<file path="src/rtl/button_conditioner_array.sv">
// Multi-channel push-button conditioner: polarity fix, two-flop synchroniser,
// debounce, press/release strobes, press-toggled latch and long-hold strobe.
module button_conditioner_array #(
    parameter int CHANNELS        = 1,
    parameter int DEBOUNCE_CYCLES = 500000,
    parameter int HOLD_CYCLES     = 50000000,
    parameter bit ACTIVE_LOW      = 1'b0
) (
    input  logic                clk,
    input  logic                rst,
    input  logic [CHANNELS-1:0] btn_raw,
    output logic [CHANNELS-1:0] btn_level,
    output logic [CHANNELS-1:0] press_pulse,
    output logic [CHANNELS-1:0] release_pulse,
    output logic [CHANNELS-1:0] toggle_state,
    output logic [CHANNELS-1:0] hold_pulse
);

    localparam int DB_W   = (DEBOUNCE_CYCLES < 1) ? 1 : $clog2(DEBOUNCE_CYCLES + 1);
    localparam int HOLD_W = (HOLD_CYCLES < 1) ? 1 : $clog2(HOLD_CYCLES + 1);

    localparam logic [DB_W-1:0]   DB_LAST  = DB_W'(DEBOUNCE_CYCLES - 1);
    localparam logic [HOLD_W-1:0] HOLD_MAX = HOLD_W'(HOLD_CYCLES);
    localparam logic [HOLD_W-1:0] HOLD_PRE = HOLD_W'(HOLD_CYCLES - 1);

    // Polarity is normalised before the synchroniser so "1 = pressed" everywhere after it.
    logic [CHANNELS-1:0] w_pressed_raw;
    logic [CHANNELS-1:0] r_sync1;
    logic [CHANNELS-1:0] r_sync2;

    assign w_pressed_raw = btn_raw ^ {CHANNELS{ACTIVE_LOW}};

    always_ff @(posedge clk) begin
        if (rst) begin
            r_sync1 <= '0;
            r_sync2 <= '0;
        end else begin
            r_sync1 <= w_pressed_raw;
            r_sync2 <= r_sync1;
        end
    end

    for (genvar g = 0; g < CHANNELS; g++) begin : g_ch
        logic [DB_W-1:0] r_db_cnt;
        logic            r_level;
        logic            r_press;
        logic            r_release;
        logic            r_toggle;
        logic            r_hold;
        logic            w_differs;
        logic            w_accept;

        assign w_differs = (r_sync2[g] != r_level);
        assign w_accept  = w_differs && (r_db_cnt == DB_LAST);

        // Strobes are registered alongside the level so they line up with its first new cycle.
        always_ff @(posedge clk) begin
            if (rst) begin
                r_db_cnt  <= '0;
                r_level   <= 1'b0;
                r_press   <= 1'b0;
                r_release <= 1'b0;
                r_toggle  <= 1'b0;
            end else begin
                r_press   <= 1'b0;
                r_release <= 1'b0;
                if (!w_differs) begin
                    r_db_cnt <= '0;
                end else if (w_accept) begin
                    r_db_cnt  <= '0;
                    r_level   <= r_sync2[g];
                    r_press   <= r_sync2[g];
                    r_release <= !r_sync2[g];
                    r_toggle  <= r_toggle ^ r_sync2[g];
                end else begin
                    r_db_cnt <= r_db_cnt + 1'b1;
                end
            end
        end

        if (HOLD_CYCLES > 0) begin : g_hold
            logic [HOLD_W-1:0] r_hold_cnt;

            // Saturating at HOLD_MAX guarantees a single strobe per press.
            always_ff @(posedge clk) begin
                if (rst) begin
                    r_hold_cnt <= '0;
                    r_hold     <= 1'b0;
                end else if (!r_level) begin
                    r_hold_cnt <= '0;
                    r_hold     <= 1'b0;
                end else begin
                    r_hold <= (r_hold_cnt == HOLD_PRE);
                    if (r_hold_cnt != HOLD_MAX) begin
                        r_hold_cnt <= r_hold_cnt + 1'b1;
                    end
                end
            end
        end else begin : g_no_hold
            assign r_hold = 1'b0;
        end

        a_press_release_exclusive : assert property (@(posedge clk) !(r_press && r_release));

        assign btn_level[g]     = r_level;
        assign press_pulse[g]   = r_press;
        assign release_pulse[g] = r_release;
        assign toggle_state[g]  = r_toggle;
        assign hold_pulse[g]    = r_hold;
    end

endmodule
</file>
<file path="config.mk">
export PLATFORM = sky130hd
export DESIGN_NAME = button_conditioner_array
export DESIGN_NICKNAME = d
export VERILOG_FILES = /design/src/rtl/button_conditioner_array.sv
export SDC_FILE = /design/constraint.sdc
export NUM_CORES = 1
export LEC_CHECK = 0
export ABC_AREA = 1
export CORE_MARGIN = 1.5
export CORE_UTILIZATION = 42
export DETAILED_ROUTE_END_ITERATION = 10
export PLACE_DENSITY = 0.62
export SLEW_MARGIN = 10
export SYNTH_ARGS = -nofsm -noshare
export SYNTH_HDL_FRONTEND = slang
export SYNTH_SLANG_ARGS = --single-unit
</file>
<file path="constraint.sdc">
create_clock -name clk -period 2.04 [get_ports clk]
set_input_delay 0.408 -clock clk [delete_from_list [all_inputs] [get_ports clk]]
set_output_delay 0.408 -clock clk [all_outputs]
set_load 0.05 [all_outputs]
</file>
==> impl_metrics.tcl, run 1 <==
set metrics [dict create \
    yosysWarnings 0 \
    io_buffers 7 \
    fin_setup_tns_ns 0 \
    largest_reg_flops 26 \
    crit_family "buffers and inverters" \
    synth_compound_area_frac 0.0574 \
    drt_iter0_drc 130 \
    place_congestion 0.828 \
    via_per_inst 4.88 \
    skew_ns 0.00807 \
    fillers 678 \
    reg_top3 "g_ch.g_hold.r_hold_cnt: 26 flops, g_ch.r_db_cnt: 19 flops" \
    slowest_delay_ns 0.82 \
    areaGrowthSynthToFinish_pct 8.32 \
    arrival_ns 1.49 \
    drt-total-wl_mm 5.75 \
    synth-edff-count 0 \
    synth_fp_nets 423 \
    ys_seq_elements 52 \
    maxCapViolCount 0 \
    critical_path_class "reg -> out" \
    clk_latency_ns 0.30 \
    core_region_area_um2 6350 \
    worst_pin_slew_ns 0.505 \
    timing.slew.headroom 0.662 \
    ys_types 27 \
    ant_nets 0 \
    cts_resized 0 \
    powerDensity_nw_per_um2 525 \
    grt_pass1_wl_mm 10.1 \
    first_pass_iters 4 \
    muxShareOfSynthArea 0 \
    final.period_utilization 0.932 \
    cp-start-kind "flip-flop" \
    synth_ff_type "dfxtp_1" \
    grt_pass1_vias 2276 \
    grt_max_degree 21 \
    htree_levels 2 \
    synth_simple_gate_area_frac 0.457 \
    finalNetCount 436 \
    pin_count 8 \
    dp_hpwl_mm 4.37 \
    fin_crit_ns 1.90 \
    wl_per_cell_um 11.4 \
    fmaxAchievable_mhz 526 \
    hold_viol_final 0 \
    synth_top_area_frac 0.376 \
    synth_top_family_by_area "simple AND/OR/NAND/NOR gates" \
    hold_buffers 0 \
    dieArea_um2 7090 \
    finalSetupViolations 0 \
    worstSetupEndpointType "output port" \
    n_antenna_cell 0 \
    antenna_found_initial 0 \
    synthAdderAreaFrac 0.0136 \
    cts.sinks 52 \
    cts_buffers 5 \
    synth_cells 417 \
    grt_overflow 0 \
    drive_gt1_frac 0.103 \
    required_ns 1.63 \
    max-vdd-ir-drop_v 0.000236 \
    synth.area.top_cells "dfxtp_1, nand2_1, nor2_1, inv_1, a21oi_1" \
    drc_errors 0 \
    hp-class "reg -> reg" \
    crit_chain "clkdlybuf4s50_1" \
    path_buf_inv 1 \
    total_power_uw 1570 \
    crit_fanout 4 \
    top_register "g_ch.g_hold.r_hold_cnt" \
    leakagePower_uw 0.000928 \
    critPathSlowestCell "clkdlybuf4s50_1" \
    dieWidth_um 84.2 \
    syn_area_um2 2770 \
    cts_tree "yes" \
    clockRootBuffer "clkbuf_8" \
    status "complete, no violations" \
    seq_area_frac_synth 0.376 \
    final-seq-area_um2 1040 \
    synthTopCellsByCount "nand2_1, nor2_1, dfxtp_1" \
    num_vias 2463 \
    postCtsSetupBuffers 0 \
    synthArstFlopShare 0 \
    multi_input_area_um2 1520 \
    start_util 0.436 \
    clkTransAtPathRegs_ns 0.08 \
    num_rows 29 \
    grt_util_all_layers 0.175 \
    finalMaxSlewViolations 0 \
    rsz0062_at_grt "false" \
    chipHeight_um 84.2 \
    synth_xor_area_frac 0.0222 \
    synth.most_common_cell "nand2_1" \
    cts_buffer_depth 2 \
    yosysTopAreaCell "dfxtp_1" \
    syn_avg_cell_area_um2 6.64 \
]
## layout make-up
class,instances,share of cell area
Sequential cell,52,0.347
Tap cell,77,0.0321
Timing Repair Buffer,9,0.0284
Inverter,49,0.0618
Multi-Input combinational cell,313,0.508
Clock buffer,5,0.0230
## final timing paths
path	startpoint	end	slack [ns]	cells past startpoint
worst min-delay path	r_sync1	r_sync2	0.41	2
worst max register to register	g_ch[0].g_hold.r_hold_cnt[0]	g_ch[0].g_hold.r_hold_cnt[20]	0.52	8
worst min register to register	r_sync1	r_sync2	0.41	2
worst max-delay path	btn_level	btn_level	0.14	1
## layer usage
metal	global-route usage	vias up	share of wire
li1	-	1340	-
met1	0.253	1086	0.54
met2	0.261	31	0.42
met3	0.0354	6	0.026
met4	0.0566	0	0.014
met5	0	-	0
## layout by cell type (no fill, tap or decap), types with 4 or more instances in the layout
| cell type | n |
|---|---|
| a21oi_1 | 19 |
| clkbuf_8 | 5 |
| clkdlybuf4s50_1 | 7 |
| dfxtp_1 | 52 |
| inv_1 | 45 |
| nand2_1 | 104 |
| nand2_2 | 4 |
| nand3_1 | 16 |
| nand3_2 | 7 |
| nand4_1 | 13 |
| nor2_1 | 91 |
| nor2_2 | 11 |
| nor2_4 | 7 |
| nor3_1 | 12 |
| o21ai_0 | 8 |
| xor2_1 | 7 |
## power by group
group | leakage [µW] | internal [µW] | switching (µW)
clock | 0.0000359 | 222 | 318
sequential | 0.000419 | 1020 | 2.01
combinational | 0.000473 | 6.29 | 8.78
total | 0.000928 | 1250 | 329
## cells by family after synthesis
| family | after synthesis |
|---|---|
| AND/OR/NAND/NOR | 272 |
| flip-flops | 52 |
| buffers and inverters | 52 |
| AO/OA/AOI/OAI | 31 |
| XOR/XNOR | 7 |
| adder cells (fa/ha/maj) | 3 |
## through the flow
stage	worst slack [ns]	hold slack [ns]	util	std cells	instance area, µm²
after floorplan	0.501	0.388	-	417	2770
after global placement	0.418	0.392	0.461	500	2930
after detailed placement	0.353	0.397	0.461	500	2930
after CTS	0.114	0.407	0.472	505	3000
after global routing	0.0877	0.438	0.472	505	3000
final	0.140	0.406	0.472	505	3000
Note: power is estimated with default switching activity, not from simulation.
==> inputs of run 2 (changes only) <==
--- a/config.mk
+++ b/config.mk
@@ -10,6 +10,7 @@
 export CORE_UTILIZATION = 42
 export DETAILED_ROUTE_END_ITERATION = 10
 export PLACE_DENSITY = 0.62
+export RECOVER_POWER = 50
 export SLEW_MARGIN = 10
 export SYNTH_ARGS = -nofsm -noshare
 export SYNTH_HDL_FRONTEND = slang
==> impl_metrics.tcl, run 2 (synthesis gave the netlist of run 1 again) <==
set metrics [dict create \
    status "complete, no violations" \
    pin_count 8 \
    p_seq_frac 0.648 \
    cts_tree "yes" \
    critPathSlowestCell "clkdlybuf4s50_1" \
    antenna_found_initial 0 \
    total_power_uw 1570 \
    drt-total-wl_mm 5.74 \
    fin_crit_ns 1.90 \
    final_cell_mix "nand2_1, nor2_1, dfxtp_1" \
    ant_nets 0 \
    clkPwrFrac 0.343 \
    final.period_utilization 0.933 \
    num_rows 29 \
    cts_buffer_depth 2 \
    fin_util 0.463 \
    grt_max_degree 21 \
    top_register "g_ch.g_hold.r_hold_cnt" \
    critical_path_class "reg -> out" \
    switching_share 0.208 \
    clk_latency_ns 0.30 \
    finalNetCount 436 \
    arrival_ns 1.50 \
    fin_setup_tns_ns 0 \
    path_buf_inv 1 \
    finalSetupViolations 0 \
    place_congestion 0.828 \
    wl_per_cell_um 11.4 \
    htree_levels 2 \
    dieArea_um2 7090 \
    num_vias 2463 \
    first_pass_iters 4 \
    io_buffers 7 \
    final_common_cell "nand2_1" \
    slowest_delay_ns 0.82 \
    grt_pass1_wl_mm 10.1 \
    leakagePower_uw 0.000925 \
    via_per_inst 4.88 \
    place_area_um2 2930 \
    skew_ns 0.00691 \
    dp_hpwl_mm 4.37 \
    finalMaxSlewViolations 0 \
    powerDensity_nw_per_um2 535 \
    areaGrowthSynthToFinish_pct 6.15 \
    worstSetupEndpointType "output port" \
    start_util 0.436 \
    drive_gt1_frac 0.0818 \
    crit_chain "clkdlybuf4s50_1" \
    dieWidth_um 84.2 \
    n_antenna_cell 0 \
    maxCapViolCount 0 \
    core_region_area_um2 6350 \
    timing.slew.headroom 0.662 \
    comb_power_share 0.009 \
    fmaxAchievable_mhz 525 \
    crit_fanout 4 \
    hold_viol_final 0 \
    cp-start-kind "flip-flop" \
    grt_pass1_vias 2276 \
    grt_util_all_layers 0.175 \
    cts_resized 0 \
    worst_pin_slew_ns 0.505 \
    drc_errors 0 \
    chipHeight_um 84.2 \
    fin_area_um2 2940 \
    max-vdd-ir-drop_v 0.000236 \
    intPower_uw 1240 \
    reg_top3 "g_ch.g_hold.r_hold_cnt: 26 flops, g_ch.r_db_cnt: 19 flops" \
    grt_overflow 0 \
    crit_family "buffers and inverters" \
    drt_iter0_drc 148 \
    cts_buffers 5 \
    cts.sinks 52 \
    p_sw_uw 326 \
    rsz0062_at_grt "false" \
    postCtsSetupBuffers 0 \
    clockRootBuffer "clkbuf_8" \
    largest_reg_flops 26 \
    clkTransAtPathRegs_ns 0.08 \
    hold_buffers 0 \
    hp-class "reg -> reg" \
    required_ns 1.63 \
]
-- run 2: metal layers --
metal / track usage / routed length, µm / part of all wire / vias up
met3: 0.0354 / 140 / 0.024 / 6
met2: 0.261 / 2380 / 0.42 / 27
li1: - / - / - / 1337
met4: 0.0566 / 78 / 0.014 / 0
met1: 0.253 / 3130 / 0.55 / 1093
met5: 0 / 0 / 0 / -
-- run 2: path summary, 6_finish.rpt --
path / from / depth (start not counted) / end / slack [ns]
max: btn_level / 1 / btn_level / 0.14
min: r_sync1 / 2 / r_sync2 / 0.41
max reg2reg: g_ch[0].r_db_cnt[0] / 8 / g_ch[0].r_db_cnt[14] / 0.33
min reg2reg: r_sync1 / 2 / r_sync2 / 0.41
-- run 2: worst register-to-register path, cell delays in order, from the launching register on --
cell     delay, ns
dfxtp_1       0.38
ha_1          0.19
nand3_1       0.18
nor2_1        0.15
nand3_1       0.18
nand2_2       0.36
inv_1         0.08
nand2_1       0.06
nor2_1        0.03
-- run 2: cell type report --
type | instances | area, µm²
Fill cell | 689 | 3410
Multi-Input combinational cell | 313 | 1460
Sequential cell | 52 | 1040
Inverter | 49 | 185
Tap cell | 77 | 96.3
Timing Repair Buffer | 9 | 82.6
Clock buffer | 5 | 68.8
-- run 2: power by group through the flow --
stage / logic, µW / clock network [µW] / registers, µW
after floorplan: 9.30 / 0 / 1040
after global placement: 14.9 / 0 / 1040
after detailed placement: 15.1 / 0 / 1040
after CTS: 15.1 / 571 / 1020
after global routing: 16.5 / 601 / 1020
final: 14.3 / 538 / 1020
-- run 2: per-stage QoR --
step / setup WS (ns) / cells / hold WS (ns)
final: 0.137 / 505 / 0.406
after global routing: 0.0877 / 505 / 0.438
after CTS: 0.114 / 505 / 0.407
after detailed placement: 0.353 / 500 / 0.397
after global placement: 0.418 / 500 / 0.392
after floorplan: 0.501 / 417 / 0.388
